[src/rtl/pipeline_hazard_ctrl_if.sv]
// Hazard-control bundle between the pipeline datapath and the stall/flush controller.
// master = datapath side (hazard sources, control sinks); slave = controller side.
interface pipeline_hazard_ctrl_if #(
    parameter int REG_ADDR_WIDTH = 5,
    parameter int CNT_WIDTH      = 32
);
    logic [REG_ADDR_WIDTH-1:0] Rs1_d;
    logic [REG_ADDR_WIDTH-1:0] Rs2_d;
    logic                      Rs1Used_d;
    logic                      Rs2Used_d;
    logic                      valid_e;
    logic [REG_ADDR_WIDTH-1:0] Rd_e;
    logic                      RegWrite_e;
    logic [1:0]                ResultSrc_e;
    logic                      PCSrc_e;
    logic                      valid_m;
    logic                      MemAccess_m;
    logic                      dcache_miss_m;
    logic                      mem_ready;

    logic                      refill_req;
    logic                      en_f;
    logic                      en_d;
    logic                      en_e;
    logic                      en_m;
    logic                      en_w;
    logic                      flush_n_d;
    logic                      flush_n_e;
    logic                      valid_mw;
    logic [CNT_WIDTH-1:0]      stall_cnt;

    modport master (
        output Rs1_d, Rs2_d, Rs1Used_d, Rs2Used_d,
        output valid_e, Rd_e, RegWrite_e, ResultSrc_e, PCSrc_e,
        output valid_m, MemAccess_m, dcache_miss_m, mem_ready,
        input  refill_req, en_f, en_d, en_e, en_m, en_w,
        input  flush_n_d, flush_n_e, valid_mw, stall_cnt
    );

    modport slave (
        input  Rs1_d, Rs2_d, Rs1Used_d, Rs2Used_d,
        input  valid_e, Rd_e, RegWrite_e, ResultSrc_e, PCSrc_e,
        input  valid_m, MemAccess_m, dcache_miss_m, mem_ready,
        output refill_req, en_f, en_d, en_e, en_m, en_w,
        output flush_n_d, flush_n_e, valid_mw, stall_cnt
    );
endinterface

[src/rtl/pipeline_hazard_ctrl.sv]
// Stall/flush controller: d-cache miss refill FSM, load-use and taken-branch handling, stall counter.
// Enables/flushes are combinational from the current cycle; refill_req and stall_cnt are registered.
module pipeline_hazard_ctrl #(
    parameter int REG_ADDR_WIDTH = 5,
    parameter int CNT_WIDTH      = 32
) (
    input  logic                    clk,
    input  logic                    rst_n,
    pipeline_hazard_ctrl_if.slave   hz
);

    typedef enum logic [1:0] {
        IDLE   = 2'b00,
        MISS   = 2'b01,
        REPLAY = 2'b10
    } state_t;

    localparam logic [CNT_WIDTH-1:0] CNT_MAX = '1;
    localparam logic [CNT_WIDTH-1:0] CNT_ONE = {{(CNT_WIDTH-1){1'b0}}, 1'b1};
    localparam logic [REG_ADDR_WIDTH-1:0] REG_ZERO = '0;

    state_t                    state;
    logic                      refill_q;
    logic [CNT_WIDTH-1:0]      cnt_q;

    logic [REG_ADDR_WIDTH-1:0] rd_e;
    logic                      miss_det;
    logic                      miss_stall;
    logic                      branch;
    logic                      is_load_e;
    logic                      rs1_hit;
    logic                      rs2_hit;
    logic                      load_use;
    logic                      stall_evt;

    logic                      en_fd;
    logic                      en_em;
    logic                      fl_n_d;
    logic                      fl_n_e;
    logic                      vld_mw;

    assign rd_e      = hz.Rd_e;
    assign miss_det  = hz.valid_m & hz.MemAccess_m & hz.dcache_miss_m;
    assign miss_stall = ((state == IDLE) & miss_det) | (state == MISS) | (state == REPLAY);

    assign branch    = hz.valid_e & hz.PCSrc_e;
    assign is_load_e = hz.valid_e & hz.RegWrite_e & (hz.ResultSrc_e == 2'b01) & (rd_e != REG_ZERO);
    assign rs1_hit   = hz.Rs1Used_d & (hz.Rs1_d == rd_e);
    assign rs2_hit   = hz.Rs2Used_d & (hz.Rs2_d == rd_e);
    assign load_use  = is_load_e & (rs1_hit | rs2_hit);

    // Counted after priority: a load-use under a taken branch costs nothing.
    assign stall_evt = miss_stall | (load_use & ~branch);

    always_ff @(posedge clk or negedge rst_n) begin
        if (!rst_n) begin
            state    <= IDLE;
            refill_q <= 1'b0;
        end else begin
            case (state)
                IDLE: begin
                    if (miss_det) begin
                        state    <= MISS;
                        refill_q <= 1'b1;
                    end
                end
                MISS: begin
                    if (hz.mem_ready) begin
                        state    <= REPLAY;
                        refill_q <= 1'b0;
                    end
                end
                REPLAY: begin
                    state    <= IDLE;
                    refill_q <= 1'b0;
                end
                default: begin
                    state    <= IDLE;
                    refill_q <= 1'b0;
                end
            endcase
        end
    end

    always_ff @(posedge clk or negedge rst_n) begin
        if (!rst_n) begin
            cnt_q <= '0;
        end else if (stall_evt && (cnt_q != CNT_MAX)) begin
            cnt_q <= cnt_q + CNT_ONE;
        end
    end

    // A miss freezes everything up to MEM and injects a WB bubble so the
    // held MEM instruction retires only once, after the replay.
    always_comb begin
        en_fd  = 1'b1;
        en_em  = 1'b1;
        fl_n_d = 1'b1;
        fl_n_e = 1'b1;
        vld_mw = hz.valid_m;
        if (!rst_n) begin
            vld_mw = 1'b0;
        end else if (miss_stall) begin
            en_fd  = 1'b0;
            en_em  = 1'b0;
            vld_mw = 1'b0;
        end else if (branch) begin
            fl_n_d = 1'b0;
            fl_n_e = 1'b0;
        end else if (load_use) begin
            en_fd  = 1'b0;
            fl_n_e = 1'b0;
        end
    end

    assign hz.en_f       = en_fd;
    assign hz.en_d       = en_fd;
    assign hz.en_e       = en_em;
    assign hz.en_m       = en_em;
    assign hz.en_w       = 1'b1;
    assign hz.flush_n_d  = fl_n_d;
    assign hz.flush_n_e  = fl_n_e;
    assign hz.valid_mw   = vld_mw;
    assign hz.refill_req = refill_q;
    assign hz.stall_cnt  = cnt_q;

endmodule

[src/flat_wrapper.sv]
// flat-port wrapper written by rule: the top's interface ports become plain ports
module pipeline_hazard_ctrl_flat 
#(
    parameter int REG_ADDR_WIDTH = 5,
    parameter int CNT_WIDTH      = 32
)
  (clk, rst_n, hz_Rs1_d, hz_Rs2_d, hz_Rs1Used_d, hz_Rs2Used_d, hz_valid_e, hz_Rd_e, hz_RegWrite_e, hz_ResultSrc_e, hz_PCSrc_e, hz_valid_m, hz_MemAccess_m, hz_dcache_miss_m, hz_mem_ready, hz_refill_req, hz_en_f, hz_en_d, hz_en_e, hz_en_m, hz_en_w, hz_flush_n_d, hz_flush_n_e, hz_valid_mw, hz_stall_cnt);
  pipeline_hazard_ctrl_if #(.REG_ADDR_WIDTH(REG_ADDR_WIDTH), .CNT_WIDTH(CNT_WIDTH)) hz_i ();
  input  logic clk;
  input  logic rst_n;
  input wire logic [$bits(hz_i.Rs1_d)-1:0] hz_Rs1_d;
  input wire logic [$bits(hz_i.Rs2_d)-1:0] hz_Rs2_d;
  input wire logic [$bits(hz_i.Rs1Used_d)-1:0] hz_Rs1Used_d;
  input wire logic [$bits(hz_i.Rs2Used_d)-1:0] hz_Rs2Used_d;
  input wire logic [$bits(hz_i.valid_e)-1:0] hz_valid_e;
  input wire logic [$bits(hz_i.Rd_e)-1:0] hz_Rd_e;
  input wire logic [$bits(hz_i.RegWrite_e)-1:0] hz_RegWrite_e;
  input wire logic [$bits(hz_i.ResultSrc_e)-1:0] hz_ResultSrc_e;
  input wire logic [$bits(hz_i.PCSrc_e)-1:0] hz_PCSrc_e;
  input wire logic [$bits(hz_i.valid_m)-1:0] hz_valid_m;
  input wire logic [$bits(hz_i.MemAccess_m)-1:0] hz_MemAccess_m;
  input wire logic [$bits(hz_i.dcache_miss_m)-1:0] hz_dcache_miss_m;
  input wire logic [$bits(hz_i.mem_ready)-1:0] hz_mem_ready;
  output wire logic [$bits(hz_i.refill_req)-1:0] hz_refill_req;
  output wire logic [$bits(hz_i.en_f)-1:0] hz_en_f;
  output wire logic [$bits(hz_i.en_d)-1:0] hz_en_d;
  output wire logic [$bits(hz_i.en_e)-1:0] hz_en_e;
  output wire logic [$bits(hz_i.en_m)-1:0] hz_en_m;
  output wire logic [$bits(hz_i.en_w)-1:0] hz_en_w;
  output wire logic [$bits(hz_i.flush_n_d)-1:0] hz_flush_n_d;
  output wire logic [$bits(hz_i.flush_n_e)-1:0] hz_flush_n_e;
  output wire logic [$bits(hz_i.valid_mw)-1:0] hz_valid_mw;
  output wire logic [$bits(hz_i.stall_cnt)-1:0] hz_stall_cnt;
  assign hz_i.Rs1_d = hz_Rs1_d;
  assign hz_i.Rs2_d = hz_Rs2_d;
  assign hz_i.Rs1Used_d = hz_Rs1Used_d;
  assign hz_i.Rs2Used_d = hz_Rs2Used_d;
  assign hz_i.valid_e = hz_valid_e;
  assign hz_i.Rd_e = hz_Rd_e;
  assign hz_i.RegWrite_e = hz_RegWrite_e;
  assign hz_i.ResultSrc_e = hz_ResultSrc_e;
  assign hz_i.PCSrc_e = hz_PCSrc_e;
  assign hz_i.valid_m = hz_valid_m;
  assign hz_i.MemAccess_m = hz_MemAccess_m;
  assign hz_i.dcache_miss_m = hz_dcache_miss_m;
  assign hz_i.mem_ready = hz_mem_ready;
  assign hz_refill_req = hz_i.refill_req;
  assign hz_en_f = hz_i.en_f;
  assign hz_en_d = hz_i.en_d;
  assign hz_en_e = hz_i.en_e;
  assign hz_en_m = hz_i.en_m;
  assign hz_en_w = hz_i.en_w;
  assign hz_flush_n_d = hz_i.flush_n_d;
  assign hz_flush_n_e = hz_i.flush_n_e;
  assign hz_valid_mw = hz_i.valid_mw;
  assign hz_stall_cnt = hz_i.stall_cnt;
  pipeline_hazard_ctrl #(.REG_ADDR_WIDTH(REG_ADDR_WIDTH), .CNT_WIDTH(CNT_WIDTH)) u_core (.clk(clk), .rst_n(rst_n), .hz(hz_i));
endmodule
[config.mk]
export PLATFORM = sky130hd
export DESIGN_NAME = pipeline_hazard_ctrl_flat
export DESIGN_NICKNAME = d
export VERILOG_FILES = /design/src/rtl/pipeline_hazard_ctrl_if.sv /design/src/rtl/pipeline_hazard_ctrl.sv /design/src/flat_wrapper.sv
export SDC_FILE = /design/constraint.sdc
export NUM_CORES = 1
export LEC_CHECK = 0
export CORE_MARGIN = 3
export CORE_UTILIZATION = 48
export CTS_CLUSTER_DIAMETER = 150
export DETAILED_ROUTE_END_ITERATION = 8
export PLACE_DENSITY = 0.89
export REMOVE_ABC_BUFFERS = 1
export SLEW_MARGIN = 30
export SYNTH_ARGS = -nofsm -noshare
export SYNTH_HDL_FRONTEND = slang
export SYNTH_SLANG_ARGS = --single-unit
[constraint.sdc]
create_clock -name clk -period 4.1 [get_ports clk]
set_input_delay 0.82 -clock clk [delete_from_list [all_inputs] [get_ports clk]]
set_output_delay 0.82 -clock clk [all_outputs]
set_load 0.02 [all_outputs]
After elaboration in Yosys (flattened, before gate mapping) --
Cells that the tools add are included.
Operators by class: add/subtract/negate cells 1, equality and inequality tests 8, muxes and demuxes 20, bitwise operators 16, reductions and logical operators 4
Operators by type and width (number):
- $add A32 B1 Y32 const B | 1
- $ne A32 B32 Y1 const B | 1
- $mux W1 | 16
- $and A1 B1 Y1 | 11
- $eq A5 B5 Y1 | 2
- $reduce_bool A5 Y1 | 1
- $eq A2 B1 Y1 const B | 2
- $mux W2 | 2
- $or A1 B1 Y1 | 4
- $pmux W2 S2 | 1
- $eq A2 B2 Y1 const B | 1
- $logic_not A2 Y1 | 1
- $ne A2 B1 Y1 const B | 1
- $ne A2 B2 Y1 const B | 1
- $pmux W1 S2 | 1
- $reduce_and A2 Y1 | 1
- $logic_and A1 B1 Y1 | 1
- $not A1 Y1 | 1
Word-level totals: register bits after elaboration 35, output and inout bits 41, word-level logic and storage cells 52

Logic depth before layout (Yosys ltp) --
word-level depth 8, mapped depth 8, gate-level depth less buffers 7

Worst setup path after synthesis --
No wires, ideal clock.
path type input port to output port, from in hz_Rd_e[2], to out hz_en_f, arrival time 1.922 ns, data required time 3.280 ns, path slack 1.358 ns, stages on the path 6, buffers on the path 1, cell sequence xnor2_1 nand4_1 o22ai_1 a31oi_1 nand2b_1 buf_4
Between the ends: longest elaborated chain between the ends 8
RTL lines:
- from (decl) | line flat_wrapper.sv:16 | input wire logic [$bits(hz_i.Rd_e)-1:0] hz_Rd_e;
- $eq A5 B5 Y1, on equally long branches | line pipeline_hazard_ctrl.sv:48, pipeline_hazard_ctrl.sv:49
- $and A1 B1 Y1, on equally long branches | line pipeline_hazard_ctrl.sv:48, pipeline_hazard_ctrl.sv:49
- $or A1 B1 Y1 | line pipeline_hazard_ctrl.sv:50 | assign load_use = is_load_e & (rs1_hit | rs2_hit);
- $and A1 B1 Y1 * | line pipeline_hazard_ctrl.sv:50
- $mux W1 * | line pipeline_hazard_ctrl.sv:110 | end else if (load_use) begin
- $mux W1 * | line pipeline_hazard_ctrl.sv:107 | end else if (branch) begin
- $mux W1 * | line pipeline_hazard_ctrl.sv:103 | end else if (miss_stall) begin
- $mux W1 * | line pipeline_hazard_ctrl.sv:101 | if (!rst_n) begin
- to (decl) | line flat_wrapper.sv:25 | output wire logic [$bits(hz_i.en_f)-1:0] hz_en_f;
Every way passes the cells marked *; elsewhere a longest branch is shown, timed or not.

Worst setup path in the final report --
from in hz_Rd_e[3], to out hz_en_d
Between the ends: longest elaborated chain between the ends 8
RTL lines:
- $eq A5 B5 Y1, on equally long branches | line pipeline_hazard_ctrl.sv:48, pipeline_hazard_ctrl.sv:49
- $and A1 B1 Y1, on equally long branches | line pipeline_hazard_ctrl.sv:48, pipeline_hazard_ctrl.sv:49
- $or A1 B1 Y1 | line pipeline_hazard_ctrl.sv:50
- $and A1 B1 Y1 * | line pipeline_hazard_ctrl.sv:50
- $mux W1 * | line pipeline_hazard_ctrl.sv:110
- $mux W1 * | line pipeline_hazard_ctrl.sv:107
- $mux W1 * | line pipeline_hazard_ctrl.sv:103
- $mux W1 * | line pipeline_hazard_ctrl.sv:101
- to (decl) | line flat_wrapper.sv:26 | output wire logic [$bits(hz_i.en_d)-1:0] hz_en_d;
Marked as above.

==> results.tsv <==
metric	value	unit
Post-layout nets	288	
most frequent cells in the layout	clkdlybuf4s50_1, dfrtp_1, xor2_1	
dominant cells by area after synthesis	dfrtp_1, xor2_1, xnor2_1, nor3_1, nand2_1	
Cell Chain, Critical Path	clkdlybuf4s50_1, xnor2_1, nand4_1, o22ai_1, a31oi_1, nand2b_1, clkdlybuf4s50_1	
layout cells sized above 1	0.0463	
global routing usage on met2	0.335	
TritonCTS clock tree	yes	
Area after DPL	0.00253	mm2
Slowest-stage cell, CP	clkdlybuf4s50_1	
kind of critical path	in -> out	
Total Routing Usage GR	0.195	
CP endpoint kind	output pin	
post-CTS sizing	0	
die area	0.00464	mm2
depth of the CTS H-tree	2	
cts hold-fix bufs	0	
worst flop-to-flop path startpoint	u_core.hz.stall_cnt[0]$_DFFE_PN0P_	
I/O pins	69	
die width	68.1	um
initial antenna violation count	0	
syn_area_per_cell	9.70	um2
most common cell after layout, fill and taps aside	clkdlybuf4s50_1	
Sink Count	34	
post-route antenna net violation count	0	
total clock buffers created by CTS	5	
Port Buf Inserts	67	
Post-CTS Setup Inserts	0	
Worst EP required	3280	ps
setup tns final	0	ps
cell row count	21	
Yosys warning count	0	
Power, Total	0.000827	W
RSZ-0062 raised after global routing	no	
CP delay by family, top	buffers and inverters	
Synth Flop Type	dfrtp_1	
final setup violation count	0	
clk root buf	clkbuf_8	
Clock Pin Slew Worst Setup and Hold Paths	60	ps
CP max FO	3	
Rel. slew slack	0.630	
HP Class	in -> async	
maximum VDD drop	0.265	mV
clock tree buffer depth	2	
Synth area leader	dfrtp_1	
#FFs+latches synth	34	
max cap viols	0	
Starting DRT DRC Count	40	
fmax	270	MHz
drt total wl	4370	um
pin slew with the least headroom to its limit	553	ps
Post-synth EDFFs	0	
DR vias	1652	
Congestion Overflow GR	0	
PD cells	318	mW/mm2
met1 Use GR	0.228	
Clock Latency Late Sink	280	ps
clk_skew	4.77	ps
Final Util	0.739	
largest net degree at the start of global routing	22	
Crit path largest cell delay	560	ps
crit path buf inv count	2	
filler instances	286	
Syn Inst Count	191	
initial core utilization	0.526	
min cycle time layout	3710	ps
area of the multi-input gates	922	um2
startpoint types	primary input	
ys async rst share	1.00	
Seq/Total Area, Yosys	0.459	
post-synth top area share	0.459	
global-route wire length before repair	6740	um
Die Ht	68.1	um
Arr. time, crit path	2890	ps
synthesized area	0.00185	mm2
Finished Cell Area	0.00260	mm2
ANT cells	0	
cell mode on critical path	clkdlybuf4s50_1	
# DRC	0	
wire per inst	14.3	um
core area	0.00352	mm2
Hold Vio Cnt, Final	0	
busiest grt layer	met2	
Post-DP HPWL	3370	um
grt met3 use	0.0542	
FF/Latch Area	851	um2
crit path launch	hz_Rd_e[3]	
vias per inst	5.42	
TritonRoute pass-1 iters	4	
ratio of final minimum period to clock period	0.904	
Static Leak	1.18	nW
Slew Viols, Final	0	
outcome	complete, no violations	
post-synthesis cell type count	32	
vias in the first global route	1559	
Placer Congestion	0.763	
area delta synth->final	40.5	%
-- path summary, 6_finish.rpt --
check / slack, ps / to / cells past startpoint
max reg2reg: 1350 / u_core.hz.stall_cnt[1]$_DFFE_PN0P_ / 7
min: 480 / u_core.hz.stall_cnt[30]$_DFFE_PN0P_ / 1
min reg2reg: 500 / u_core.state[0]$_DFFE_PN0P_ / 1
max in group asynchronous: 3000 / u_core.hz.stall_cnt[6]$_DFFE_PN0P_ / 2
max: 390 / hz_en_d / 7
min in group clk: 500 / u_core.state[0]$_DFFE_PN0P_ / 1
-- cells by family (layout without fill, tap and decap cells) --
kind of cell    count (synthesis)  count (layout)  share of synthesized area
compound gates                  8               8                     0.0318
xor+xnor                       41              41                      0.194
fa+ha+maj                       1               1                    0.00676
buf+inv                        12              80                     0.0426
flops                          34              34                      0.459
mux                             2               2                     0.0122
other cells                     1               1                    0.00203
simple gates                   92              92                      0.251
-- synth_stat cells (all sizes together), types with 3 or more instances --
cell type   n
and4        3
nand2      21
nor3       16
nor2       16
xnor2      14
and3        4
nor4        5
nand4       7
nand3      13
xor2       27
inv         4
dfrtp      34
buf         6
-- metal layers --
layer	up-vias	share of wire
li1	790	-
met1	781	0.41
met2	73	0.47
met3	8	0.11
met4	0	0.016
met5	-	0
-- per-stage QoR --
stage / std cells / setup WS (ps) / hold WS [ps]
after floorplan: 183 / 1440 / 456
after global placement: 298 / 484 / 475
after detailed placement: 298 / 396 / 487
after CTS: 305 / 392 / 492
after global routing: 305 / 290 / 516
final: 305 / 392 / 482
-- area by class of cell --
cell class,instances,area share
inverters,4,0.00577
clock buffers,7,0.0293
repair buffers,69,0.262
multi-input cells,145,0.354
well taps,46,0.0221
flip-flops and latches,34,0.327
-- flip-flops by register name, indices dropped and copies added (netlist names) --
register	count
u_core.state	2
u_core.hz.stall_cnt	32
-- report_power, final --
part           switching (W)  internal (W)
logic               0.000101      0.000107
registers          0.0000356      0.000361
clock network       0.000106      0.000117
(Power assumes the default switching activity.)
